### config.mk
export PLATFORM = sky130hd
export DESIGN_NAME = icape2_iprog_ctrl
export DESIGN_NICKNAME = d
export VERILOG_FILES = /design/src/rtl/icape2_iprog_ctrl.sv
export SDC_FILE = /design/constraint.sdc
export NUM_CORES = 1
export LEC_CHECK = 0
export BUFFER_PORTS_ARGS = -buffer_cell sky130_fd_sc_hd__clkbuf_2
export CORE_MARGIN = 5
export CORE_UTILIZATION = 55
export DETAILED_ROUTE_END_ITERATION = 6
export PLACE_DENSITY = 0.79
export SLEW_MARGIN = 20
export SYNTH_ARGS = -nofsm -noshare
export SYNTH_HDL_FRONTEND = slang
export SYNTH_SLANG_ARGS = --single-unit
### constraint.sdc
create_clock -name clk -period 3.4 [get_ports clk]
set_clock_uncertainty 0.15 [all_clocks]
set_input_delay 0.51 -clock clk [delete_from_list [all_inputs] [get_ports clk]]
set_output_delay 0.51 -clock clk [all_outputs]
set_load 0.02 [all_outputs]
### src/rtl/icape2_iprog_ctrl.sv
// icape2_iprog_ctrl: debounced key press triggers the ICAPE2 WBSTAR/IPROG warm-boot sequence.
// Define ICAPE2_BITSWAP_EN to bit-reverse each byte of icap_i as ICAPE2 expects on hardware.
module icape2_iprog_ctrl #(
  parameter logic [31:0] WBSTAR_ADDR     = 32'h0040_0000,
  parameter int          DEBOUNCE_CYCLES = 1_000_000
) (
  input  logic        clk,
  input  logic        rst,
  input  logic        key,
  output logic        icap_csib,
  output logic        icap_rdwrb,
  output logic [31:0] icap_i,
  output logic        busy,
  output logic        done
);
  localparam int CW = $clog2(DEBOUNCE_CYCLES + 1);
  localparam logic [CW-1:0] CNT_MAX  = CW'(DEBOUNCE_CYCLES);
  localparam logic [CW-1:0] CNT_FIRE = CW'(DEBOUNCE_CYCLES - 1);

  typedef enum logic [2:0] {IDLE, SETUP, WRITE, HOLD, DONE} state_t;

  state_t        state_q, state_d;
  logic [2:0]    k_q, k_d;
  logic [CW-1:0] cnt_q, cnt_d;
  logic [1:0]    sync_q;
  logic          csib_q, csib_d, rdwrb_q, rdwrb_d, busy_q, busy_d, done_q, done_d;
  logic [31:0]   data_q, data_d;
  logic          key_s, fire, act;

  function automatic logic [31:0] word(input logic [2:0] k);
    logic [31:0] w, r;
    case (k)
      3'd0:    w = 32'hFFFF_FFFF;
      3'd1:    w = 32'hAA99_5566;
      3'd2:    w = 32'h2000_0000;
      3'd3:    w = 32'h3002_0001;
      3'd4:    w = WBSTAR_ADDR;
      3'd5:    w = 32'h3000_8001;
      3'd6:    w = 32'h0000_000F;
      default: w = 32'h2000_0000;
    endcase
`ifdef ICAPE2_BITSWAP_EN
    for (int b = 0; b < 32; b++) r[b] = w[(b / 8) * 8 + 7 - (b % 8)];
`else
    r = w;
`endif
    return r;
  endfunction

  assign key_s = sync_q[1];
  // fire only on the edge that lands the counter on its saturation value: one per press
  assign fire  = key_s && (cnt_q == CNT_FIRE);
  assign cnt_d = !key_s ? '0 : (cnt_q == CNT_MAX) ? cnt_q : cnt_q + CW'(1);

  always_comb begin
    state_d = state_q;
    k_d     = k_q;
    case (state_q)
      IDLE:  state_d = fire ? SETUP : IDLE;
      SETUP: begin
        state_d = WRITE;
        k_d     = 3'd0;
      end
      WRITE: begin
        k_d     = k_q + 3'd1;
        state_d = (k_q == 3'd7) ? HOLD : WRITE;
      end
      HOLD:    state_d = DONE;
      DONE:    state_d = IDLE;
      default: state_d = IDLE;
    endcase
  end

  // outputs are registered from the next state so they line up with the state register
  assign act     = (state_d == SETUP) || (state_d == WRITE) || (state_d == HOLD);
  assign csib_d  = state_d != WRITE;
  assign rdwrb_d = !act;
  assign busy_d  = act;
  assign done_d  = state_d == DONE;
  assign data_d  = (state_d == WRITE) ? word(k_d) : data_q;

  always_ff @(posedge clk) begin
    if (rst) begin
      state_q <= IDLE;
      k_q     <= '0;
      cnt_q   <= '0;
      sync_q  <= '0;
      csib_q  <= 1'b1;
      rdwrb_q <= 1'b1;
      data_q  <= '0;
      busy_q  <= 1'b0;
      done_q  <= 1'b0;
    end else begin
      state_q <= state_d;
      k_q     <= k_d;
      cnt_q   <= cnt_d;
      sync_q  <= {sync_q[0], key};
      csib_q  <= csib_d;
      rdwrb_q <= rdwrb_d;
      data_q  <= data_d;
      busy_q  <= busy_d;
      done_q  <= done_d;
    end
  end

  assign icap_csib  = csib_q;
  assign icap_rdwrb = rdwrb_q;
  assign icap_i     = data_q;
  assign busy       = busy_q;
  assign done       = done_q;
endmodule

==> results by group, run 1 <==
Status
  • Status: finished, final reports clean

Drt
  • DR pass1 iterations: 4
  • Routed vias: 1754
  • Average wire per standard cell: 13.7 µm
  • Vias per Instance: 5.64
  • DRC Markers: 0
  • Final ANT Viol Nets: 0
  • Final wirelength: 4260 µm
  • Initial detailed-routing violation count: 225

Place
  • Routability Congestion: 0.907
  • Input/output buffers: 38
  • Placed inst area: 0.00227 mm²
  • Detailed Place HPWL: 3120 µm

STA
  • Minimum clock period: 2.77 ns
  • Setup violators final: 0
  • Tightest Pin Transition: 0.643 ns
  • Max Clock Freq: 0.360 GHz
  • Fin crit share: 0.816
  • Setup Total Neg Slack: 0 ns
  • Hold violation total from the final report: 0
  • RSZ-0062 raised after global routing: false
  • Pins Over Slew Limit: 0
  • Rel. slew slack: 0.571

Clock tree
  • CTS root buf: clkbuf_8
  • Clk Latency, worst-skew pair: 0.29 ns
  • TritonCTS clock tree: built
  • Clock Tree Buf Depth: 2
  • H-tree Lvls: 2
  • Sink Count: 42
  • Clock transition at path regs: 0.08 ns
  • Hold-fix buffers at CTS: 0
  • Total CTS buffers: 5
  • CTS resizes: 0
  • Setup bufs post-CTS: 0

Global route
  • GR Layer Usage met3: 0.0451
  • Overflow after GRT: 0
  • Gr usage total: 0.171
  • Busiest grt layer: met2
  • Largest net degree at the start of global routing: 24
  • M1 GR Usage: 0.243
  • Vias in the first global route: 1545
  • First-pass GRT wire length: 7330 µm
  • Grt met2 use: 0.248
  • Antenna violations before repair: 0

Logic synthesis
  • Top_reg_cell synth: dfxtp_1
  • Largest family of logic cells by synthesized area: simple AND/OR/NAND/NOR gates
  • Ys async rst share: 0
  • Top cells by area, synth: dfxtp_1 (38%), buf_4 (7.7%), nand2_1 (2.9%)
  • Post-synthesis register bit count: 42
  • Post-synthesis compound-gate area fraction: 0.171
  • Post-synthesis simple-gate area fraction: 0.269
  • Synth warn: 0
  • Adder-Cell Fraction of Synth Area: 0.0314
  • Count leader, synth: dfxtp_1
  • Seq/Total Area, Yosys: 0.377
  • Post-synth cell types: 51
  • Top-area cell type share of the netlist area: 0.377
  • Area leader, netlist: dfxtp_1
  • Multiplexer area fraction after synthesis: 0
  • Xor and xnor area share after synthesis: 0.0392
  • Post-synth EDFFs: 0
  • Syn_nets: 255
  • Synth Cell Area: 0.00223 mm²
  • Top cells by count, synth: dfxtp_1 (42), buf_4 (23), nand2_1 (17), nor2_1 (17), nand3_1 (12)
  • Syn Inst Count: 247
  • Syn Area/Cell: 9.04 µm²

Final layout
  • Fill count: 366
  • FF/Latch Area: 841 µm²
  • Area Growth Syn to Fin: 5.16%
  • Layout cells sized above 1: 0.218
  • N_diodes: 0
  • Final Instance Area: 0.00235 mm²
  • Nets: 269
  • Footprint of the multi-input gates: 0.00114 mm²

Floorplanning
  • Core Area: 0.00397 mm²
  • Chip Width: 73.7 µm
  • Die area: 0.00543 mm²
  • Site row count: 23
  • Die Y: 73.7 µm
  • Top Ports: 39
  • Initial Utilization: 0.562

Worst setup path
  • Worst Path Required: 3.44 ns
  • CP Launch Type: flop
  • Critical path class: flop to flop
  • Worst setup EP type: flop
  • CP arrival: 2.81 ns
  • CP Max Fanout: 11

Power
  • Peak VDD IR: 0.197 mV
  • LEAKAGE: 0.929 nW
  • P per Cell Area: 342 mW/mm²

Hold path
  • Hold Crit Class: input port to flop

Run
  • Max-cap violations: 0
## logic make-up (layout without fill, tap and decap cells)
group,after synthesis,after routing
compound gates,45,45
xor+xnor,10,10
fa+ha+maj,5,5
buf+inv,41,55
flops,42,42
simple gates,104,104
## layout make-up
class	instances	share of cell area
Clock buffer	7	0.0325
Sequential cell	42	0.358
Timing Repair Buffer	38	0.0810
Inverter	10	0.0160
Tap cell	50	0.0267
Multi-Input combinational cell	164	0.486
## sequential cells by signal (all words and copies together) (netlist names)
name	cells
busy	1
icap_rdwrb	1
k_q	3
icap_i	10
cnt_q	20
sync_q	2
done	1
state_q	3
icap_csib	1
## routing by layer
metal | vias to the layer above | wire length, µm
li1 | 901 | -
met1 | 794 | 2000
met2 | 54 | 1950
met3 | 5 | 256
met4 | 0 | 51
met5 | - | 0
## worst paths after layout
check                             start                     end  slack (ns)  cells after the start
setup / recovery  state_q[0]$_SDFF_PP0_  icap_i[0]$_SDFFE_PP0N_        0.63                      7
hold / removal                      key    sync_q[0]$_SDFF_PP0_        0.27                      2
setup reg to reg  state_q[0]$_SDFF_PP0_  icap_i[0]$_SDFFE_PP0N_        0.63                      7
hold reg to reg    sync_q[0]$_SDFF_PP0_    sync_q[1]$_SDFF_PP0_        0.30                      1
## layout by cell type, fill, tap and decap left out, types with 2 or more instances in the layout
cell      count
nor2b_1       7
dfxtp_1      42
and3_1        7
nor2_1       17
xnor2_1       3
a21oi_1      10
xor2_1        7
a221oi_4      2
clkbuf_1      2
o32ai_1       2
ha_1          4
clkbuf_8      5
a211oi_2      2
nor3b_1       2
or4b_2        2
o21ai_0       7
o311ai_0      3
clkbuf_2     38
inv_1        10
nand4_1       7
nand3_1      12
a211oi_1      3
nand2_1      17
nand2b_1      5
nor4_1        2
a41oi_1       2
o41ai_1       4
a211o_1       2
nor3_1        8
o211a_1       2
or3_1         4
and4_1        3
## power by group
part	switching (mW)	leakage [nW]	internal (mW)
Clock	0.157	0.0383	0.141
Sequential	0.000821	0.339	0.493
Combinational	0.00786	0.552	0.00299
## through the flow
step                power [mW]  hold WS, ns  instances  utilization  worst slack (ns)
global route             0.833        0.273        311        0.591             0.491
floorplan                0.513        0.264        247            -             0.855
global placement         0.516        0.268        304        0.572             0.734
CTS                      0.812        0.268        311        0.591             0.628
detailed placement       0.516        0.282        304        0.572             0.653
finish                   0.803        0.274        311        0.591             0.625
## worst max-delay path: stages (launching register included)
cell and delay, ns:
dfxtp_1 0.55, and2b_1 0.34, a221oi_4 0.49, inv_1 0.15, fa_1 0.48, o211a_1 0.15, a32oi_1 0.14, a21bo_2 0.23
No activity file was read; power rests on OpenSTA's default activity.
==> run 2: changes to the inputs <==
- CORE_UTILIZATION: 55 -> 50
- PLACE_DENSITY: 0.79 -> 0.75
- clock period: 3.4 -> 2.3 ns (I/O delays scaled with it)
==> run 2 against run 1 <==
Cell count grew 6.1%; the run now ends with setup timing left; first-iteration DRC count is 25% lower; sequential share of layout area down 2.4 points; via count is 3.0% higher; critical path type unchanged; die area up 8.6%; fmax is 18% higher; combinational power increased by 58%; non-clock buffer count is 17 higher; register-to-register slack worse by 0.68 ns.
==> results by group, run 2 (synthesized netlist as in run 1, its figures left out) <==
Status
  • Status: finished with violations (was finished, final reports clean)
  • Failing checks: setup timing

Floorplanning
  • Initial Utilization: 0.513 (was 0.562)
  • Die Y: 76.8 µm (was 73.7 µm)
  • Top Ports: 39 (unchanged)
  • Chip Width: 76.8 µm (was 73.7 µm)
  • Core Area: 0.00435 mm² (was 0.00397 mm²)
  • Die area: 0.00590 mm² (was 0.00543 mm²)
  • Site row count: 24 (was 23)

Drt
  • DR pass1 iterations: 4 (unchanged)
  • Vias per Instance: 5.48 (was 5.64)
  • Final wirelength: 4590 µm (was 4260 µm)
  • Initial detailed-routing violation count: 168 (was 225)
  • Final ANT Viol Nets: 0 (unchanged)
  • Routed vias: 1807 (was 1754)
  • Average wire per standard cell: 13.9 µm (was 13.7 µm)
  • DRC Markers: 0 (unchanged)

Power
  • P per Cell Area: 469 mW/mm² (was 342 mW/mm²)
  • Total power: 1.18 mW (was 0.803 mW)
  • Net Sw Frac: 0.203 (was 0.206)
  • Clock power frac: 0.369 (was 0.372)
  • Internal power component: 0.943 mW (was 0.637 mW)
  • Peak VDD IR: 0.319 mV (was 0.197 mV)
  • Switching pwr: 0.240 mW (was 0.166 mW)
  • Combinational fraction of design power: 0.014 (about the same)
  • LEAKAGE: 1.01 nW (was 0.929 nW)
  • Sequential Power Share: 0.617 (was 0.615)

Worst setup path
  • CP Launch Type: flop (unchanged)
  • Critical path class: flop to flop (unchanged)
  • Worst setup EP type: flop (unchanged)
  • CP arrival: 2.39 ns (was 2.81 ns)
  • CP Max Fanout: 2 (was 11)
  • Worst Path Required: 2.33 ns (was 3.44 ns)

STA
  • Max Clock Freq: 0.424 GHz (was 0.360 GHz)
  • Final worst setup slack: -0.0572 ns (was 0.625 ns)
  • Minimum clock period: 2.36 ns (was 2.77 ns)
  • Fin crit share: 1.02 (was 0.816)
  • Setup violators final: 1 (was 0)
  • Rel. slew slack: 0.682 (was 0.571)
  • RSZ-0062 raised after global routing: true (was false)
  • Pins Over Slew Limit: 0 (unchanged)
  • Hold violation total from the final report: 0 (unchanged)
  • Tightest Pin Transition: 0.478 ns (was 0.643 ns)

Global route
  • Antenna violations before repair: 0 (unchanged)
  • Overflow after GRT: 0 (unchanged)
  • First-pass GRT wire length: 8050 µm (was 7330 µm)
  • Largest net degree at the start of global routing: 24 (unchanged)
  • Vias in the first global route: 1697 (was 1545)
  • Gr usage total: 0.161 (was 0.171)

Final layout
  • Fill count: 384 (was 366)
  • Nets: 286 (was 269)
  • Layout cells sized above 1: 0.291 (was 0.218)
  • Final Non-Filler Cells: 330 (was 311)
  • FF/Latch Area: 843 µm² (was 841 µm²)
  • Reg with most FFs: cnt_q (unchanged)
  • Leading cell type in the layout, fill and taps excluded: dfxtp_1 (unchanged)
  • N_diodes: 0 (unchanged)
  • Footprint of the multi-input gates: 0.00118 mm² (was 0.00114 mm²)
  • Most frequent cells in the layout: dfxtp_1 (40), clkbuf_2 (38), nor2_1 (17), nand2_1 (17), buf_4 (17) (was dfxtp_1 (42), clkbuf_2 (38), nor2_1 (17), nand2_1 (17), nand3_1 (12))
  • Area Growth Syn to Fin: 12.9% (was 5.16%)
  • Max reg flops: 20 (unchanged)

Clock tree
  • Clock transition at path regs: 0.07 ns (was 0.08 ns)
  • Clock Tree Buf Depth: 2 (unchanged)
  • TritonCTS clock tree: built (unchanged)
  • H-tree Lvls: 2 (unchanged)
  • Sink Count: 42 (unchanged)
  • Total CTS buffers: 5 (unchanged)
  • Clk Latency, worst-skew pair: 0.28 ns (was 0.29 ns)
  • CTS root buf: clkbuf_8 (unchanged)
  • Setup bufs post-CTS: 0 (unchanged)
  • Hold-fix buffers at CTS: 0 (unchanged)

Run
  • Max-cap violations: 0 (unchanged)

Place
  • Placed insts: 323 (was 304)
  • Routability Congestion: 0.862 (was 0.907)
  • Detailed Place HPWL: 3380 µm (was 3120 µm)
  • Input/output buffers: 38 (unchanged)

Hold path
  • Hold Crit Class: input port to flop (unchanged)
run 2: layout make-up:
cell class | instances | share of cell area
flip-flops and latches | 42 | 0.335
multi-input cells | 164 | 0.468
clock buffers | 7 | 0.0303
inverters | 10 | 0.0149
repair buffers | 55 | 0.126
well taps | 52 | 0.0258
run 2: path summary, 6_finish.rpt:
kind / from / endpoint / slack (ns) / depth (start not counted)
setup / recovery: k_q[1]$_SDFF_PP0_ / icap_i[0]$_SDFFE_PP0N_ / -0.06 / 9
hold / removal: key / sync_q[0]$_SDFF_PP0_ / 0.13 / 2
setup reg to reg: k_q[1]$_SDFF_PP0_ / icap_i[0]$_SDFFE_PP0N_ / -0.06 / 9
hold reg to reg: sync_q[0]$_SDFF_PP0_ / sync_q[1]$_SDFF_PP0_ / 0.31 / 1
run 2: critical path, cell delays in order (launching register included):
cell and delay (ns):
dfxtp_2 0.34, ha_4 0.16, ha_4 0.20, nor2b_4 0.12, a221oi_4 0.24, inv_2 0.07
fa_1 0.45, o211a_1 0.15, a32oi_1 0.14, a21bo_2 0.23
run 2: power by group through the flow:
stage / logic [mW] / clock network (mW) / registers [mW]
global route: 0.0191 / 0.492 / 0.730
CTS: 0.0174 / 0.452 / 0.730
detailed placement: 0.0172 / 0 / 0.747
finish: 0.0171 / 0.436 / 0.730
floorplan: 0.0120 / 0 / 0.746
global placement: 0.0168 / 0 / 0.747
run 2: per-layer routing:
| layer | GRT usage | part of all wire | up-vias |
|---|---|---|---|
| li1 | - | - | 931 |
| met3 | 0.0410 | 0.027 | 6 |
| met1 | 0.207 | 0.48 | 849 |
| met4 | 0.0420 | 0.010 | 0 |
| met5 | 0 | 0 | - |
| met2 | 0.265 | 0.48 | 21 |
run 2: per-stage QoR:
stage	hold slack [ns]	utilization	instance area, µm²	setup WS, ns	setup TNS [ns]
6_report	0.126	0.579	2520	-0.0572	-0.0572
3_3_place_gp	0.284	0.561	2440	-0.0306	-0.0306
5_1_grt	0.148	0.579	2520	-0.165	-0.165
2_1_floorplan	0.264	-	2270	-0.120	-0.120
4_1_cts	0.127	0.579	2520	-0.0521	-0.0521
3_5_place_dp	0.292	0.561	2440	-0.0525	-0.0525
run 2: what timing repair did:
action,CTS,global route
endpoints found under the setup margin,1,1
gates resized for setup,0,0
pin swaps,1,0
hold endpoints to repair,0,0
